**src/rtl/multiplier_4bit.sv**
```systemverilog
// Iterative 4x4 unsigned shift-add multiplier: result and one-cycle done pulse 4 clocks after the accept edge.
// No backpressure; start is ignored while busy, and start in the done cycle is accepted for back-to-back use.
module multiplier_4bit (
    input  logic       clk,
    input  logic       rst,
    input  logic       start,
    input  logic [3:0] A,
    input  logic [3:0] B,
    output logic [7:0] Product,
    output logic       busy,
    output logic       done
);

    typedef enum logic {
        IDLE = 1'b0,
        RUN  = 1'b1
    } state_t;

    state_t      state_q, state_d;
    logic [7:0]  mcand_q, mcand_d;
    logic [3:0]  mplr_q, mplr_d;
    logic [7:0]  acc_q, acc_d;
    logic [1:0]  cnt_q, cnt_d;
    logic [7:0]  product_q, product_d;
    logic        busy_q, busy_d;
    logic        done_q, done_d;
    logic [7:0]  acc_step;

    // Partial-product accumulate for the current multiplier bit; 15*15 fits in 8 bits.
    assign acc_step = mplr_q[0] ? (acc_q + mcand_q) : acc_q;

    always_comb begin
        state_d   = state_q;
        mcand_d   = mcand_q;
        mplr_d    = mplr_q;
        acc_d     = acc_q;
        cnt_d     = cnt_q;
        product_d = product_q;
        busy_d    = busy_q;
        done_d    = 1'b0;

        case (state_q)
            IDLE: begin
                if (start) begin
                    mcand_d = {4'b0000, A};
                    mplr_d  = B;
                    acc_d   = 8'h00;
                    cnt_d   = 2'd0;
                    busy_d  = 1'b1;
                    state_d = RUN;
                end
            end
            RUN: begin
                acc_d   = acc_step;
                mcand_d = {mcand_q[6:0], 1'b0};
                mplr_d  = {1'b0, mplr_q[3:1]};
                cnt_d   = cnt_q + 2'd1;
                // Last iteration: publish the just-completed sum directly.
                if (cnt_q == 2'd3) begin
                    product_d = acc_step;
                    done_d    = 1'b1;
                    busy_d    = 1'b0;
                    state_d   = IDLE;
                end
            end
            default: state_d = IDLE;
        endcase
    end

    always_ff @(posedge clk or posedge rst) begin
        if (rst) begin
            state_q   <= IDLE;
            mcand_q   <= 8'h00;
            mplr_q    <= 4'h0;
            acc_q     <= 8'h00;
            cnt_q     <= 2'd0;
            product_q <= 8'h00;
            busy_q    <= 1'b0;
            done_q    <= 1'b0;
        end else begin
            state_q   <= state_d;
            mcand_q   <= mcand_d;
            mplr_q    <= mplr_d;
            acc_q     <= acc_d;
            cnt_q     <= cnt_d;
            product_q <= product_d;
            busy_q    <= busy_d;
            done_q    <= done_d;
        end
    end

    assign Product = product_q;
    assign busy    = busy_q;
    assign done    = done_q;

endmodule

```
**config.mk**
```make
export PLATFORM = sky130hd
export DESIGN_NAME = multiplier_4bit
export DESIGN_NICKNAME = d
export VERILOG_FILES = /design/src/rtl/multiplier_4bit.sv
export SDC_FILE = /design/constraint.sdc
export NUM_CORES = 1
export LEC_CHECK = 0
export ABC_AREA = 1
export CORE_MARGIN = 5
export CORE_UTILIZATION = 50
export CTS_BUF_LIST = sky130_fd_sc_hd__clkbuf_8
export DETAILED_ROUTE_END_ITERATION = 6
export PLACE_DENSITY = 0.69
export SLEW_MARGIN = 10
export SYNTH_ARGS = -nofsm -noshare
export SYNTH_HDL_FRONTEND = slang
export SYNTH_SLANG_ARGS = --single-unit
```
**constraint.sdc**
```tcl
create_clock -name clk -period 2.4 [get_ports clk]
set_input_delay 0.48 -clock clk [delete_from_list [all_inputs] [get_ports clk]]
set_output_delay 0.48 -clock clk [all_outputs]
set_load 0.01 [all_outputs]
```
==> flow_summary.toml, run 1 <==
[drt]
routedLengthMet1_mm = 1.53
routed.top_layer = "met4"
num_vias = 1373
met2_wirelength_mm = 1.78
drt-total-wl_mm = 3.47
dr.pass1.iters = 4
ant_nets = 0
wl_met3_um = 109
post_drt_wl_per_cell_um = 12.7
drt_iter0_drc = 61
drc = 0
vias_per_cell = 5.03

[cts]
cts_buffer_depth = 2
path_clk_slew_ps = 70
clkLatencyLatePin_ps = 280
hold_buffers = 0
post-cts-setup-buffers = 0
cts_resized = 0
h-tree-depth = 2
clock-root-buffer = "clkbuf_8"
cts_buffers = 5
clock-sinks = 33
cts_tree = "done"

[timing]
tightest_slew_ps = 573
tns_ps = 0
maxSlewHeadroom = 0.618
setup_violations = 0
finalHoldViolCount = 0
rsz0062_at_grt = "false"
fmax_mhz = 561
skew_ps = 3.64
finalCritPeriodShare = 0.743
finalCriticalPeriod_ps = 1780
slew_viol_final = 0

[logic_synthesis]
syn-instance-count = 202
yosysWarningCount = 0
netlist_area_um2 = 1690
syn_nets = 222
avgSynthCellArea_um2 = 8.36
synth_seq_cells = 33
ys_types = 23
ys_seq_area_frac = 0.489

[critical_path]
r2r-start = "mcand_q[0]"
end_kind = "flop"
crit_arrival_ps = 1960
worstSetupStartpointType = "flop"
critPathLaunch = "mcand_q[0]"
crit_fanout = 3
path_class = "reg2reg"
reg2reg_slack_ps = 620
required_ps = 2570

[grt]
grt_max_degree = 34
grt_pass1_wl_mm = 6.10
grt_remaining_overflow = 0
grt_usage = 0.181
antenna_found_initial = 0
grt_pass1_vias = 1389

[die]
dieArea_um2 = 4640
io_pins = 21
fp.coreArea_um2 = 3310
rows = 21
die_h_um = 68.1
die_width_um = 68.1
start_util = 0.510

[placed_design]
placed_cells = 265
io_buffers = 20
dp_hpwl_mm = 2.66
place_congestion = 0.846

[cells_and_area]
layout_common_cells = "70 x nand2_1, 33 x dfrtp_1, 21 x inv_1"
post_layout_nonfiller_instances = 273
final_common_cell = "nand2_1"
syn2layout_area_growth_pct = 21.1
drive_gt1_frac = 0.0881
antenna_cells = 0
fin_nets = 246

[power_and_ir_drop]
peakVddDrop_uv = 832
cellLeakagePower_nw = 1.01
powerDensity_nw_per_um2 = 1300

[run_status]
status = "finished clean"

[run]
drv_cap = 0

[min_path]
min-delay-start = "Product[0]"
hold_class = "reg2reg"
[through the flow]
step	area, um2	utilization	hold slack (ps)	power, mW	worst slack, ps
finish	2040	0.618	487	2.66	616
global route	2040	0.618	519	2.91	444
CTS	2040	0.618	493	2.69	608
detailed placement	1930	0.582	473	2.15	621
global placement	1930	0.582	464	2.10	647
floorplan	1690	-	454	1.80	781
[area by class of cell]
class,count,area (um2)
Multi-Input combinational cell,141,747
Inverter,24,90.1
Tap cell,46,57.6
Clock buffer,6,82.6
Timing Repair Buffer,21,208
Sequential cell,33,826
Clock inverter,2,33.8
Fill cell,317,1270
[report_power, final]
part	leakage [nW]	switching (mW)	total, mW	internal [mW]
Sequential	0.427	0.208	0.991	0.783
Clock	0.0626	0.194	0.528	0.334
Combinational	0.519	0.633	1.14	0.510
[worst max-delay path, cell delays in order, from the launching register on]
cell and delay [ps]:
dfrtp_1 390, ha_1 230, fa_1 390, nand2_1 90, nand3_1 110, nand3_1 110, nand2_1 60, nand2_1 50
nand3_1 70, nand3_1 100, nand2_1 60
[per-layer routing]
| layer | GRT usage | up-vias |
|---|---|---|
| li1 | - | 699 |
| met1 | 0.222 | 654 |
| met2 | 0.301 | 15 |
| met3 | 0.0411 | 5 |
| met4 | 0.0819 | 0 |
| met5 | 0 | - |
[synthesized netlist by cell type]
cell	n	area (um2)
buf_4	2	15.0
nor2_1	7	26.3
or2_2	3	18.8
o21ai_0	3	15.0
a22o_1	2	17.5
nand3_1	19	95.1
a21oi_1	2	10.0
o21ai_1	12	60.1
fa_1	1	20.0
inv_1	20	75.1
ha_1	8	100
dfrtp_1	33	826
nand3b_1	2	15.0
nor2_4	1	11.3
a21oi_4	1	16.3
xnor2_1	1	8.76
nand2_1	70	263
inv_2	4	15.0
nand3_2	2	20.0
or2_4	1	8.76
o211ai_1	3	22.5
o22ai_1	3	18.8
buf_2	2	10.0
[final timing paths]
kind                         endpoint  depth (start not counted)
max in group asynchronous  mcand_q[6]                          3
hold / removal             Product[0]                          2
hold reg to reg            Product[0]                          2
setup reg to reg             acc_q[6]                         10
setup / recovery             acc_q[6]                         10
min in group asynchronous  Product[0]                          3
[registers in the layout, indices dropped and copies added, names as in the netlist]
name	cells
cnt_q	2
done	1
acc_q	8
state_q	1
mplr_q	4
mcand_q	8
Product	8
busy	1
[cells by family (layout without fill, tap and decap cells)]
logic type	Yosys count	in the layout	share of synthesized area
and+or+nand+nor	105	105	0.271
adders and majority gates	9	9	0.0712
DFF	33	33	0.489
xor gates and xnor gates	1	1	0.00519
AOI/OAI and AO/OA	26	26	0.0949
buffers and inverters	28	53	0.0682
Note: power is estimated with default switching activity, not from simulation.
==> run 2, diff against run 1 <==
--- a/config.mk
+++ b/config.mk
@@ -10,7 +10,7 @@
 export CORE_UTILIZATION = 50
 export CTS_BUF_LIST = sky130_fd_sc_hd__clkbuf_8
 export DETAILED_ROUTE_END_ITERATION = 6
-export PLACE_DENSITY = 0.69
+export PLACE_DENSITY = 0.72
 export SLEW_MARGIN = 10
 export SYNTH_ARGS = -nofsm -noshare
 export SYNTH_HDL_FRONTEND = slang
==> constraint.sdc (replaced) <==
create_clock -name clk -period 1.6 [get_ports clk]
set_input_delay 0.32 -clock clk [delete_from_list [all_inputs] [get_ports clk]]
set_output_delay 0.32 -clock clk [all_outputs]
set_load 0.01 [all_outputs]
==> flow_summary.toml, run 2 (synthesized netlist as in run 1, its figures left out) <==
[run_status]
status = "finished, violations left"
failed_checks = "negative setup slack"

[cts]
clock-root-buffer = "clkbuf_8"
cts_buffer_depth = 2
cts_buffers = 5
clock-sinks = 33
h-tree-depth = 2
hold_buffers = 0
path_clk_slew_ps = 70
cts_tree = "done"
clkLatencyLatePin_ps = 280

[die]
start_util = 0.510
io_pins = 21
rows = 21
fp.coreArea_um2 = 3310
dieArea_um2 = 4640
die_width_um = 68.1
die_h_um = 68.1

[drt]
vias_per_cell = 5.00
drc = 0
drt_iter0_drc = 71
dr.pass1.iters = 4
drt-total-wl_mm = 3.89
ant_nets = 0
post_drt_wl_per_cell_um = 13.8
num_vias = 1409

[critical_path]
crit_arrival_ps = 1900
worst_r2r_endpoint = "Product[6]"
reg2reg_slack_ps = -120
required_ps = 1780
ff2ff_path_depth = 10
worstSetupStartpointType = "flop"
critical-path-slowest-cell = "dfrtp_1"
slowest_delay_ps = 400
cp-endpoint = "Product[6]"
cp_common_cell = "nand2_1"
r2r-start = "mcand_q[0]"
path_class = "reg2reg"
critPathLaunch = "mcand_q[0]"
end_kind = "flop"
crit_chain = "ha_2 -> fa_2 -> nand2_4 -> nand3_4 -> nand3_2 -> nand2_1 -> nand2_1 -> nand3_2 -> nand3_1 -> nand2_1"
crit_fanout = 3

[grt]
grt_max_degree = 34
grt_remaining_overflow = 0
grt_pass1_wl_mm = 6.27
grt_pass1_vias = 1352
antenna_found_initial = 0
grt_usage = 0.185

[cells_and_area]
drive_gt1_frac = 0.208
syn2layout_area_growth_pct = 34.5
final_area_um2 = 2270
antenna_cells = 0
post-route-util = 0.686
final_common_cell = "nand2_1"
fillers = 281
fin_nets = 255
layout_common_cells = "68 x nand2_1, 33 x dfrtp_1, 20 x inv_1, 20 x clkdlybuf4s50_1"

[power_and_ir_drop]
peakVddDrop_uv = 1310
cellLeakagePower_nw = 1.06
power_mw = 4.40
powerDensity_nw_per_um2 = 1940

[timing]
finalHoldViolCount = 0
fmax_mhz = 581
rsz0062_at_grt = "true"
setup_ws_ps = -121
holdWs_ps = 375
setup_violations = 6
tightest_slew_ps = 525
slew_viol_final = 0
skew_ps = 4.06
maxSlewHeadroom = 0.650
finalCriticalPeriod_ps = 1720
tns_ps = -350
finalCritPeriodShare = 1.08

[placed_design]
dp_hpwl_mm = 2.59
place_congestion = 0.845
io_buffers = 20
dpl_cell_area_um2 = 1990

[run]
drv_cap = 0

[min_path]
hold_class = "in2async"
## run 2: per-stage QoR
step,std cells,worst slack [ps]
2_1_floorplan,202,8.67
3_3_place_gp,271,-95.6
3_5_place_dp,271,-132
4_1_cts,280,-47.4
5_1_grt,282,-192
6_report,282,-121
## run 2: power by group
part           switching [mW]  internal (mW)
Combinational            1.08          0.988
Clock                   0.324          0.466
Sequential              0.360           1.17
Total                    1.77           2.63
## run 2: worst min-delay path by stage
stage	depth (start not counted)	start	slack (ps)	to
6_report	3	rst	370	done
5_1_grt	3	rst	400	cnt_q[0]
4_1_cts	3	rst	390	cnt_q[0]
3_5_place_dp	2	Product[0]	470	Product[0]
3_3_place_gp	2	Product[1]	460	Product[1]
2_1_floorplan	2	A[1]	440	mcand_q[1]
## run 2: area by class of cell
type / count / area [um2] / area share
Clock buffer: 5 / 68.8 / 0.0303
Clock inverter: 3 / 46.3 / 0.0204
Inverter: 24 / 90.1 / 0.0397
Multi-Input combinational cell: 141 / 886 / 0.390
Sequential cell: 33 / 826 / 0.364
Tap cell: 46 / 57.6 / 0.0254
Timing Repair Buffer: 30 / 295 / 0.130
## run 2: worst max-delay path: cells and delay by family, from the launching register on
family                     cells  cell delay [ps]
adders and majority gates      2              580
and+or+nand+nor                8              640
DFF                            1              400
## run 2: what timing repair did
item | in CTS | in global routing
setup endpoints to repair | 4 | 14
resized for setup | 5 | 17
hold endpoints to repair | 0 | 0
pin swaps | 2 | 6
setup buffers | 1 | 2
## run 2: per-layer routing
metal  share of wire  track usage
met5               0            0
met4          0.0087       0.0546
met3           0.039       0.0509
met2            0.50        0.298
met1            0.46        0.242
==> patch, RTL diff (settings of run 2) <==
Register the output `Product` once more; this adds one clock of latency there. The other outputs are not delayed to match.
--- a/src/rtl/multiplier_4bit.sv
+++ b/src/rtl/multiplier_4bit.sv
@@ -89,7 +89,9 @@
         end
     end
 
-    assign Product = product_q;
+    always_ff @(posedge clk) begin
+        Product <= product_q;
+    end
     assign busy    = busy_q;
     assign done    = done_q;
 
Function: changed (Yosys sat finds a counterexample within 10 cycles, from zero or initial values and one cycle with rst high).
==> patch against run 2 <==
The run still ends with negative setup slack left. Largest power group unchanged. Area after synthesis grew 11%. Maximum frequency increased by 3.0%. Count of clock-buffer cells in the layout unchanged. Critical endpoint is now acc_q[6]. Power rose by 6.7%. Critical path depth stayed put. Worst setup slack improved by 0.051 ns. Non-clock buffer count is 1 higher. Sequential cell count increased by 8. Wire length is 6.0% lower. Sequential power grew 18%. Design area is 4.4% higher.
==> patch: results (changes against run 2) <==
Pwr
  • LEAKAGE: 1.13 nW (was 1.06 nW)
  • Net Sw Frac: 38.0% (was 40.2%)
  • Sequential share of power: 38.5% (was 34.9%)
  • Logic pwr share: 44.5% (was 47.1%)

Synthesis
  • Mean Syn Cell Area: 9.01 um2 (was 8.36 um2)
  • Synth Area in Compound Gates: 8.54% (was 9.49%)
  • Async SR Flop Fraction: 80.5% (was 100%)
  • Seq/Total Area, Yosys: 52.6% (was 48.9%)
  • Synth unique cells: 27 (was 23)
  • Adder-Cell Fraction of Synth Area: 6.41% (was 7.12%)
  • Post-Synth XOR/XNOR Area: 0.467% (was 0.519%)
  • Synth top cells by count: nand2_1, dfrtp_1, inv_1, nand3_1, o21ai_1 (unchanged)
  • Synth area leaders: dfrtp_1, nand2_1, dfxtp_1 (was dfrtp_1, nand2_1, ha_1)

Placement
  • Pre-CTS setup slack: -0.104 ns (was -0.132 ns)
  • GPL Wtd Cong: 0.762 (was 0.845)
  • Placed instance count: 281 (was 271)
  • Post-DP HPWL: 2600 um (was 2590 um)

Cells and area
  • Share of cells above drive strength 1: 20.2% (was 20.8%)
  • FF+latch area: 986 um2 (was 826 um2)
  • NumNets Final: 261 (was 255)
  • Non-Filler Instances: 290 (was 282)
  • FILL cells: 297 (was 281)

Clock tree
  • Cts repair resizes: 4 (was 5)

Worst setup path
  • Worst Path Arrival: 1.86 ns (was 1.90 ns)
  • RR Endpoint: acc_q[6] (was Product[6])
  • CP max stage delay: 0.38 ns (was 0.40 ns)

Route
  • Met2 WL: 1800 um (was 1930 um)
  • 1st-pass router iterations: 6 (was 4)
  • Via count: 1438 (was 1409)
  • Metal3 WL: 157 um (was 151 um)
  • Final wirelength: 3650 um (was 3890 um)

Timing
  • Hold WS: 0.360 ns (was 0.375 ns)
  • Worst-Margin Slew: 0.609 ns (was 0.525 ns)
  • Count of final setup violators: 2 (was 6)
  • Clock skew: 0.00919 ns (was 0.00406 ns)
  • Final WS setup: -0.0699 ns (was -0.121 ns)

GRT
  • Met2 usage: 25.5% (was 29.8%)
  • Routing usage on met3: 3.65% (was 5.09%)
  • First-pass GRT wire length: 6230 um (was 6270 um)

Status
  • Status: complete, but fails checks (unchanged)
  • Failing checks: negative setup slack (unchanged)
==> patch: critical path: cells and delay by family, from the launching register on <==
kind                     cells  cell delay [ns]
AND/OR/NAND/NOR              8             0.64
flip-flops                   1             0.38
adder cells (fa/ha/maj)      2             0.55
==> patch: final cells by class <==
class                           count  share of cell area [%]
Clock buffer                        5                    2.90
Clock inverter                      3                    1.64
Inverter                           23                    3.64
Multi-Input combinational cell    139                    35.1
Sequential cell                    41                    41.6
Tap cell                           48                    2.53
Timing Repair Buffer               31                    12.6
==> patch: how the worst max path moves through the flow <==
stage	start	endpoint	slack, ns
4_1_cts	mcand_q[0]	acc_q[6]	-0.06
6_report	mcand_q[0]	acc_q[6]	-0.07
3_3_place_gp	mcand_q[0]	product_q[6]	-0.05
3_5_place_dp	mcand_q[0]	acc_q[6]	-0.10
5_1_grt	acc_q[0]	acc_q[6]	-0.19
2_1_floorplan	mcand_q[0]	acc_q[6]	0.03
